`src/rtl/cordic_pkg.sv`:
```
// Shared constants, encodings and constant-table generators for the iterative CORDIC engine.
package cordic_pkg;

    localparam real PiR = 3.14159265358979323846;
    localparam real KR  = 0.6072529;

    typedef enum logic {
        ModeRot = 1'b0,
        ModeVec = 1'b1
    } mode_e;

    typedef enum logic [1:0] {
        StIdle,
        StPre,
        StIter,
        StPost
    } state_e;

    // pi, pi/2 and the CORDIC gain, rounded to nearest with `frac` fractional bits
    function automatic int pi_q(input int frac);
        return $rtoi(PiR * (2.0 ** frac) + 0.5);
    endfunction

    function automatic int pi2_q(input int frac);
        return $rtoi(PiR * 0.5 * (2.0 ** frac) + 0.5);
    endfunction

    function automatic int k_q(input int frac);
        return $rtoi(KR * (2.0 ** frac) + 0.5);
    endfunction

    function automatic int atan_q(input int i, input int frac);
        return $rtoi($atan(1.0 / (2.0 ** i)) * (2.0 ** frac) + 0.5);
    endfunction

endpackage

```
`src/rtl/cordic_atan_rom.sv`:
```
// Combinational table of atan(2^-i) micro-rotation angles, built at elaboration time.
module cordic_atan_rom
    import cordic_pkg::*;
#(
    parameter int unsigned ITER = 14,
    parameter int unsigned IW   = 20,
    parameter int unsigned FRAC = 15
) (
    input  logic [$clog2(ITER)-1:0] idx_i,
    output logic signed [IW-1:0]    atan_o
);

    logic signed [IW-1:0] table_w [ITER];

    for (genvar k = 0; k < ITER; k++) begin : g_atan
        assign table_w[k] = IW'(atan_q(k, FRAC));
    end

    always_comb begin
        atan_o = '0;
        for (int k = 0; k < ITER; k++) begin
            if (int'(idx_i) == k) atan_o = table_w[k];
        end
    end

endmodule

```
`src/rtl/cordic_iter_gen.sv`:
```
// Iterative CORDIC: rotation (angle -> cos/sin) and vectoring ((x,y) -> magnitude/atan2),
// one micro-rotation per cycle behind a start/busy/done handshake.
module cordic_iter_gen
    import cordic_pkg::*;
#(
    parameter int unsigned WIDTH = 16,
    parameter int unsigned ITER  = 14,
    parameter int unsigned GUARD = 2
) (
    input  logic             clk,
    input  logic             rst,
    input  logic             start,
    input  logic             mode,
    input  logic [WIDTH-1:0] angle,
    input  logic [WIDTH-1:0] x_in,
    input  logic [WIDTH-1:0] y_in,
    output logic             busy,
    output logic             done,
    output logic             range_err,
    output logic [WIDTH-1:0] res_a,
    output logic [WIDTH-1:0] res_b
);

    localparam int unsigned IW    = WIDTH + GUARD + 2;
    localparam int unsigned PW    = IW + WIDTH;
    localparam int unsigned IdxW  = $clog2(ITER);
    localparam int          ZFrac = WIDTH - 3 + GUARD;
    localparam int          PiW   = pi_q(WIDTH - 3);
    localparam int          Pi2W  = pi2_q(WIDTH - 3);
    localparam logic signed [IW-1:0] PiI = IW'(pi_q(ZFrac));
    localparam logic signed [IW-1:0] KI  = IW'(k_q(WIDTH - 2 + GUARD));
    localparam logic signed [PW-1:0] KW  = PW'(k_q(WIDTH - 2));
    localparam longint RndGL = (GUARD == 0) ? 0 : (longint'(1) << (GUARD - 1));
    localparam logic signed [PW-1:0] RndG   = PW'(RndGL);
    localparam logic signed [PW-1:0] RndK   = PW'(longint'(1) << (WIDTH - 3));
    localparam logic signed [PW-1:0] SatMax = PW'((longint'(1) << (WIDTH - 1)) - 1);
    localparam logic signed [PW-1:0] SatMin = PW'(-(longint'(1) << (WIDTH - 1)));

    state_e                   state_q, state_d;
    mode_e                    mode_q, mode_d;
    logic [IdxW-1:0]          iter_q, iter_d;
    logic                     neg_q, neg_d, err_q, err_d, zero_q, zero_d;
    logic signed [WIDTH-1:0]  ang_q, ang_d, xin_q, xin_d, yin_q, yin_d;
    logic signed [IW-1:0]     x_q, x_d, y_q, y_d, z_q, z_d;
    logic                     done_q, done_d, range_err_q, range_err_d;
    logic [WIDTH-1:0]         res_a_q, res_a_d, res_b_q, res_b_d;

    logic signed [IW-1:0]     atan_w, ang_ext, xin_ext, yin_ext, xs, ys;
    logic signed [PW-1:0]     prod_w, post_a, post_b;
    logic                     d_pos;

    cordic_atan_rom #(
        .ITER (ITER),
        .IW   (IW),
        .FRAC (ZFrac)
    ) u_atan_rom (
        .idx_i  (iter_q),
        .atan_o (atan_w)
    );

    assign ang_ext = IW'(ang_q) <<< GUARD;
    assign xin_ext = IW'(xin_q) <<< GUARD;
    assign yin_ext = IW'(yin_q) <<< GUARD;
    assign xs      = x_q >>> iter_q;
    assign ys      = y_q >>> iter_q;
    assign prod_w  = PW'(x_q) * KW;
    // Rotation drives z toward 0 (d = sign z); vectoring drives y toward 0 (d = -sign y).
    assign d_pos   = (mode_q == ModeRot) ? ~z_q[IW-1] : y_q[IW-1];

    function automatic logic [WIDTH-1:0] rnd_sat(input logic signed [PW-1:0] v);
        logic signed [PW-1:0] t;
        t = (v + RndG) >>> GUARD;
        if (t > SatMax) return SatMax[WIDTH-1:0];
        if (t < SatMin) return SatMin[WIDTH-1:0];
        return t[WIDTH-1:0];
    endfunction

    always_comb begin
        state_d     = state_q;
        mode_d      = mode_q;
        iter_d      = iter_q;
        neg_d       = neg_q;
        err_d       = err_q;
        zero_d      = zero_q;
        ang_d       = ang_q;
        xin_d       = xin_q;
        yin_d       = yin_q;
        x_d         = x_q;
        y_d         = y_q;
        z_d         = z_q;
        done_d      = 1'b0;
        range_err_d = range_err_q;
        res_a_d     = res_a_q;
        res_b_d     = res_b_q;
        post_a      = '0;
        post_b      = '0;
        case (state_q)
            StIdle: begin
                if (start) begin
                    mode_d  = mode_e'(mode);
                    ang_d   = angle;
                    xin_d   = x_in;
                    yin_d   = y_in;
                    state_d = StPre;
                end
            end
            StPre: begin
                iter_d  = '0;
                neg_d   = 1'b0;
                err_d   = 1'b0;
                zero_d  = 1'b0;
                state_d = StIter;
                if (mode_q == ModeRot) begin
                    x_d   = KI;
                    y_d   = '0;
                    err_d = (int'(ang_q) > PiW) || (int'(ang_q) < -PiW);
                    if (int'(ang_q) > Pi2W) begin
                        z_d   = ang_ext - PiI;
                        neg_d = 1'b1;
                    end else if (int'(ang_q) < -Pi2W) begin
                        z_d   = ang_ext + PiI;
                        neg_d = 1'b1;
                    end else begin
                        z_d = ang_ext;
                    end
                end else begin
                    // atan2 of the zero vector is undefined; force a clean zero result
                    zero_d = (xin_q == '0) && (yin_q == '0);
                    if (xin_q[WIDTH-1]) begin
                        x_d = -xin_ext;
                        y_d = -yin_ext;
                        z_d = yin_q[WIDTH-1] ? -PiI : PiI;
                    end else begin
                        x_d = xin_ext;
                        y_d = yin_ext;
                        z_d = '0;
                    end
                end
            end
            StIter: begin
                if (d_pos) begin
                    x_d = x_q - ys;
                    y_d = y_q + xs;
                    z_d = z_q - atan_w;
                end else begin
                    x_d = x_q + ys;
                    y_d = y_q - xs;
                    z_d = z_q + atan_w;
                end
                iter_d = iter_q + 1'b1;
                if (iter_q == IdxW'(ITER - 1)) state_d = StPost;
            end
            StPost: begin
                done_d      = 1'b1;
                range_err_d = err_q;
                state_d     = StIdle;
                if (mode_q == ModeRot) begin
                    post_a = neg_q ? -PW'(x_q) : PW'(x_q);
                    post_b = neg_q ? -PW'(y_q) : PW'(y_q);
                end else begin
                    post_a = (prod_w + RndK) >>> (WIDTH - 2);
                    post_b = PW'(z_q);
                end
                if (err_q || zero_q) begin
                    res_a_d = '0;
                    res_b_d = '0;
                end else begin
                    res_a_d = rnd_sat(post_a);
                    res_b_d = rnd_sat(post_b);
                end
            end
            default: state_d = StIdle;
        endcase
    end

    always_ff @(posedge clk) begin
        if (rst) begin
            state_q     <= StIdle;
            mode_q      <= ModeRot;
            iter_q      <= '0;
            neg_q       <= 1'b0;
            err_q       <= 1'b0;
            zero_q      <= 1'b0;
            ang_q       <= '0;
            xin_q       <= '0;
            yin_q       <= '0;
            x_q         <= '0;
            y_q         <= '0;
            z_q         <= '0;
            done_q      <= 1'b0;
            range_err_q <= 1'b0;
            res_a_q     <= '0;
            res_b_q     <= '0;
        end else begin
            state_q     <= state_d;
            mode_q      <= mode_d;
            iter_q      <= iter_d;
            neg_q       <= neg_d;
            err_q       <= err_d;
            zero_q      <= zero_d;
            ang_q       <= ang_d;
            xin_q       <= xin_d;
            yin_q       <= yin_d;
            x_q         <= x_d;
            y_q         <= y_d;
            z_q         <= z_d;
            done_q      <= done_d;
            range_err_q <= range_err_d;
            res_a_q     <= res_a_d;
            res_b_q     <= res_b_d;
        end
    end

    assign busy      = (state_q != StIdle);
    assign done      = done_q;
    assign range_err = range_err_q;
    assign res_a     = res_a_q;
    assign res_b     = res_b_q;

endmodule

```
`config.mk`:
```
export PLATFORM = sky130hd
export DESIGN_NAME = cordic_iter_gen
export DESIGN_NICKNAME = d
export VERILOG_FILES = /design/src/rtl/cordic_pkg.sv /design/src/rtl/cordic_atan_rom.sv /design/src/rtl/cordic_iter_gen.sv
export SDC_FILE = /design/constraint.sdc
export NUM_CORES = 1
export LEC_CHECK = 0
export CAP_MARGIN = 20
export CORE_MARGIN = 4
export CORE_UTILIZATION = 40
export DETAILED_ROUTE_END_ITERATION = 10
export GPL_ROUTABILITY_DRIVEN = 0
export GPL_TIMING_DRIVEN = 0
export PLACE_DENSITY = 0.54
export SKIP_LAST_GASP = 1
export SLEW_MARGIN = 40
export SYNTH_ARGS = -nofsm -noshare
export SYNTH_HDL_FRONTEND = slang
export SYNTH_SLANG_ARGS = --single-unit
```
`constraint.sdc`:
```
create_clock -name clk -period 16.1 [get_ports clk]
set_clock_uncertainty 0.15 [all_clocks]
set_input_delay 2.415 -clock clk [delete_from_list [all_inputs] [get_ports clk]]
set_output_delay 2.415 -clock clk [all_outputs]
set_load 0.02 [all_outputs]
```
==> reports/summary.txt <==
Post-synthesis cell area - 0.0216 mm^2
Max-slew headroom - 40.0%
CTS tree - done
WP data required - 16,290 ps
Synth Net Count - 3,127
Layout overhead on the synthesized area - 10.8%
Ys Warns - 0
Filler cells - 5,418
Post CTS Setup Buffer Count - 0
Hold-fix buffers at CTS - 0
Clk Latency, worst-skew pair - 460 ps
Drt first pass iters - 6
Row count - 84
Root Buffer Master - clkbuf_16
Fin. Hold Viols - 0
WP data arrival - 9570 ps
Post-cts resize count - 0
Synth Register Bits - 152
Ant. Diodes - 0
Commonest non-fill, non-tap cell in the layout - nand2_1
Most common cell on crit path - inv_1
First-pass GRT wire length - 118,000 um
Most frequent cells in the layout - nand2_1 (285), inv_1 (278), ha_1 (232), nor2_1 (209), a21oi_1 (182)
Max Fclk - 0.107 GHz
Die Width - 240 um
HPWL Detailed - 63,000 um
Final core occ - 45.2%
Syn Inst Count - 2,705
Status - complete, no violations
Die area - 0.0578 mm^2
RSZ-0062 raised after global routing - no
Post-layout minimum cycle time - 9380 ps
Proportion of layout cells with a drive suffix above 1 - 5.53%
CTS Buffer Depth - 2
Core area - 0.0530 mm^2
Setup TNS - 0 ps
Syn avg cell area - 7.99 um^2
Setup violators final - 0
Nets - 3,231
Via/cell ratio - 5.82
Final WL - 77,500 um
Largest net degree at the start of global routing - 20
Main area contributors after synthesis - dfxtp_1 (14%), ha_1 (13%), fa_1 (13%)
Post-synth top area share - 14.1%
Global route overflow - 0
DR WL/cell - 22.1 um
WS Path Type - reg -> reg
Post-synth top flop - dfxtp_1
I/O Buffers - 85
Fin area - 0.0239 mm^2
Worst Path Max Fanout - 10
Synth area leader - dfxtp_1
Synth async-reset ratio - 0%
Slowest cell on the critical path - dfxtp_1
GRT Overall Usage - 26.4%
Final Slew Violations - 0
Placed Area - 0.0233 mm^2
Number of synthesized flops with an enable pin - 0
Critical path endpoint category - flop
IO Count - 87
Library cells used by synthesis - 96
Vias in the first global route - 20,100
Clock Sinks - 152
Worst Tran Pin Value - 899 ps
ANT nets after route - 0
Fin crit share - 58.3%
DR DRC count - 0
Max-cap violation count - 0
CTS clk-pin slew, worst paths - 70 ps
Starting density of the core - 40.8%
Initial drt markers - 1,980
Total number of vias - 20,400
Startpoint types - flop
Hold Path Class - reg -> reg
Chip Height - 240 um
H-tree levels - 4
Crit path largest cell delay - 710 ps
Initial antenna violation count - 1
Sequential area share after synthesis - 14.1%
CTS Buf Count - 17
==> layer usage <==
metal  up-vias  global-route usage, %  routed length [um]
met1      9777                   35.1               33100
met3       166                   4.79                5870
met2       781                   43.2               35500
li1       9691                      -                   -
met5         -                      0                   0
met4         0                   9.48                3080
==> cells in the mapped netlist, types with 31 or more instances <==
cell type and instances:
mux4_2 35, nand2_1 285, dfxtp_1 152, mux2i_1 45, nor2_1 209, xor2_1 65
nor3_1 83, ha_1 232, fa_1 138, a21oi_1 182, clkbuf_1 122, nand3_1 53
o21ai_0 139, xnor2_1 115, inv_1 278, a221o_1 31, a211oi_1 33
==> registers in the layout, indices dropped and copies added (netlist names) <==
register / count
x_q: 20
y_q: 20
z_q: 20
ang_q: 16
res_a: 16
res_b: 16
xin_q: 16
yin_q: 16
iter_q: 4
state_q: 2
done: 1
err_q: 1
mode_q: 1
neg_q: 1
range_err: 1
zero_q: 1
==> final timing paths <==
check / from / to / slack, ps / cells after the start
max: x_q[12]$_SDFFE_PP0P_ / res_a[13]$_SDFFE_PP0P_ / 6720 / 31
min: yin_q[1]$_SDFFE_PP0P_ / yin_q[1]$_SDFFE_PP0P_ / 310 / 2
max reg2reg: x_q[12]$_SDFFE_PP0P_ / res_a[13]$_SDFFE_PP0P_ / 6720 / 31
min reg2reg: yin_q[1]$_SDFFE_PP0P_ / yin_q[1]$_SDFFE_PP0P_ / 310 / 2
==> area by class of cell <==
| class | instances | area, um^2 | area share (%) |
|---|---|---|---|
| inverters | 286 | 1070 | 4.48 |
| multi-input cells | 2109 | 16900 | 70.4 |
| well taps | 688 | 861 | 3.59 |
| clock buffers | 20 | 447 | 1.87 |
| clock inverters | 11 | 160 | 0.669 |
| repair buffers | 85 | 851 | 3.55 |
| plain buffers | 158 | 653 | 2.73 |
| flip-flops and latches | 152 | 3040 | 12.7 |
==> kinds of logic (layout without fill, tap and decap cells) <==
| group | Yosys count | in the layout | share of synthesized area, % |
|---|---|---|---|
| and+or+nand+nor | 820 | 820 | 17.7 |
| AOI/OAI and AO/OA | 642 | 642 | 20.0 |
| buffers and inverters | 444 | 560 | 7.93 |
| adders and majority gates | 370 | 370 | 26.2 |
| xor gates and xnor gates | 180 | 180 | 7.30 |
| DFF | 152 | 152 | 14.1 |
| muxes | 97 | 97 | 6.76 |
==> stage by stage <==
stage	worst slack, ps	instances	hold WS (ps)
after CTS	6770	3509	314
after global routing	6280	3509	346
after global placement	6880	3478	300
final	6720	3509	311
after floorplan	8450	2705	286
after detailed placement	6800	3478	305
==> worst max-delay path: cells and delay by family (launching register included) <==
family | cells | cell delay (ps)
and+or+nand+nor | 4 | 880
buffers and inverters | 9 | 1360
DFF | 1 | 710
adders and majority gates | 8 | 3470
AOI/OAI and AO/OA | 9 | 2530
xor gates and xnor gates | 1 | 130
Power is not shown: default switching activity piles up to over one toggle a cycle in this logic, so the estimate is an artifact.
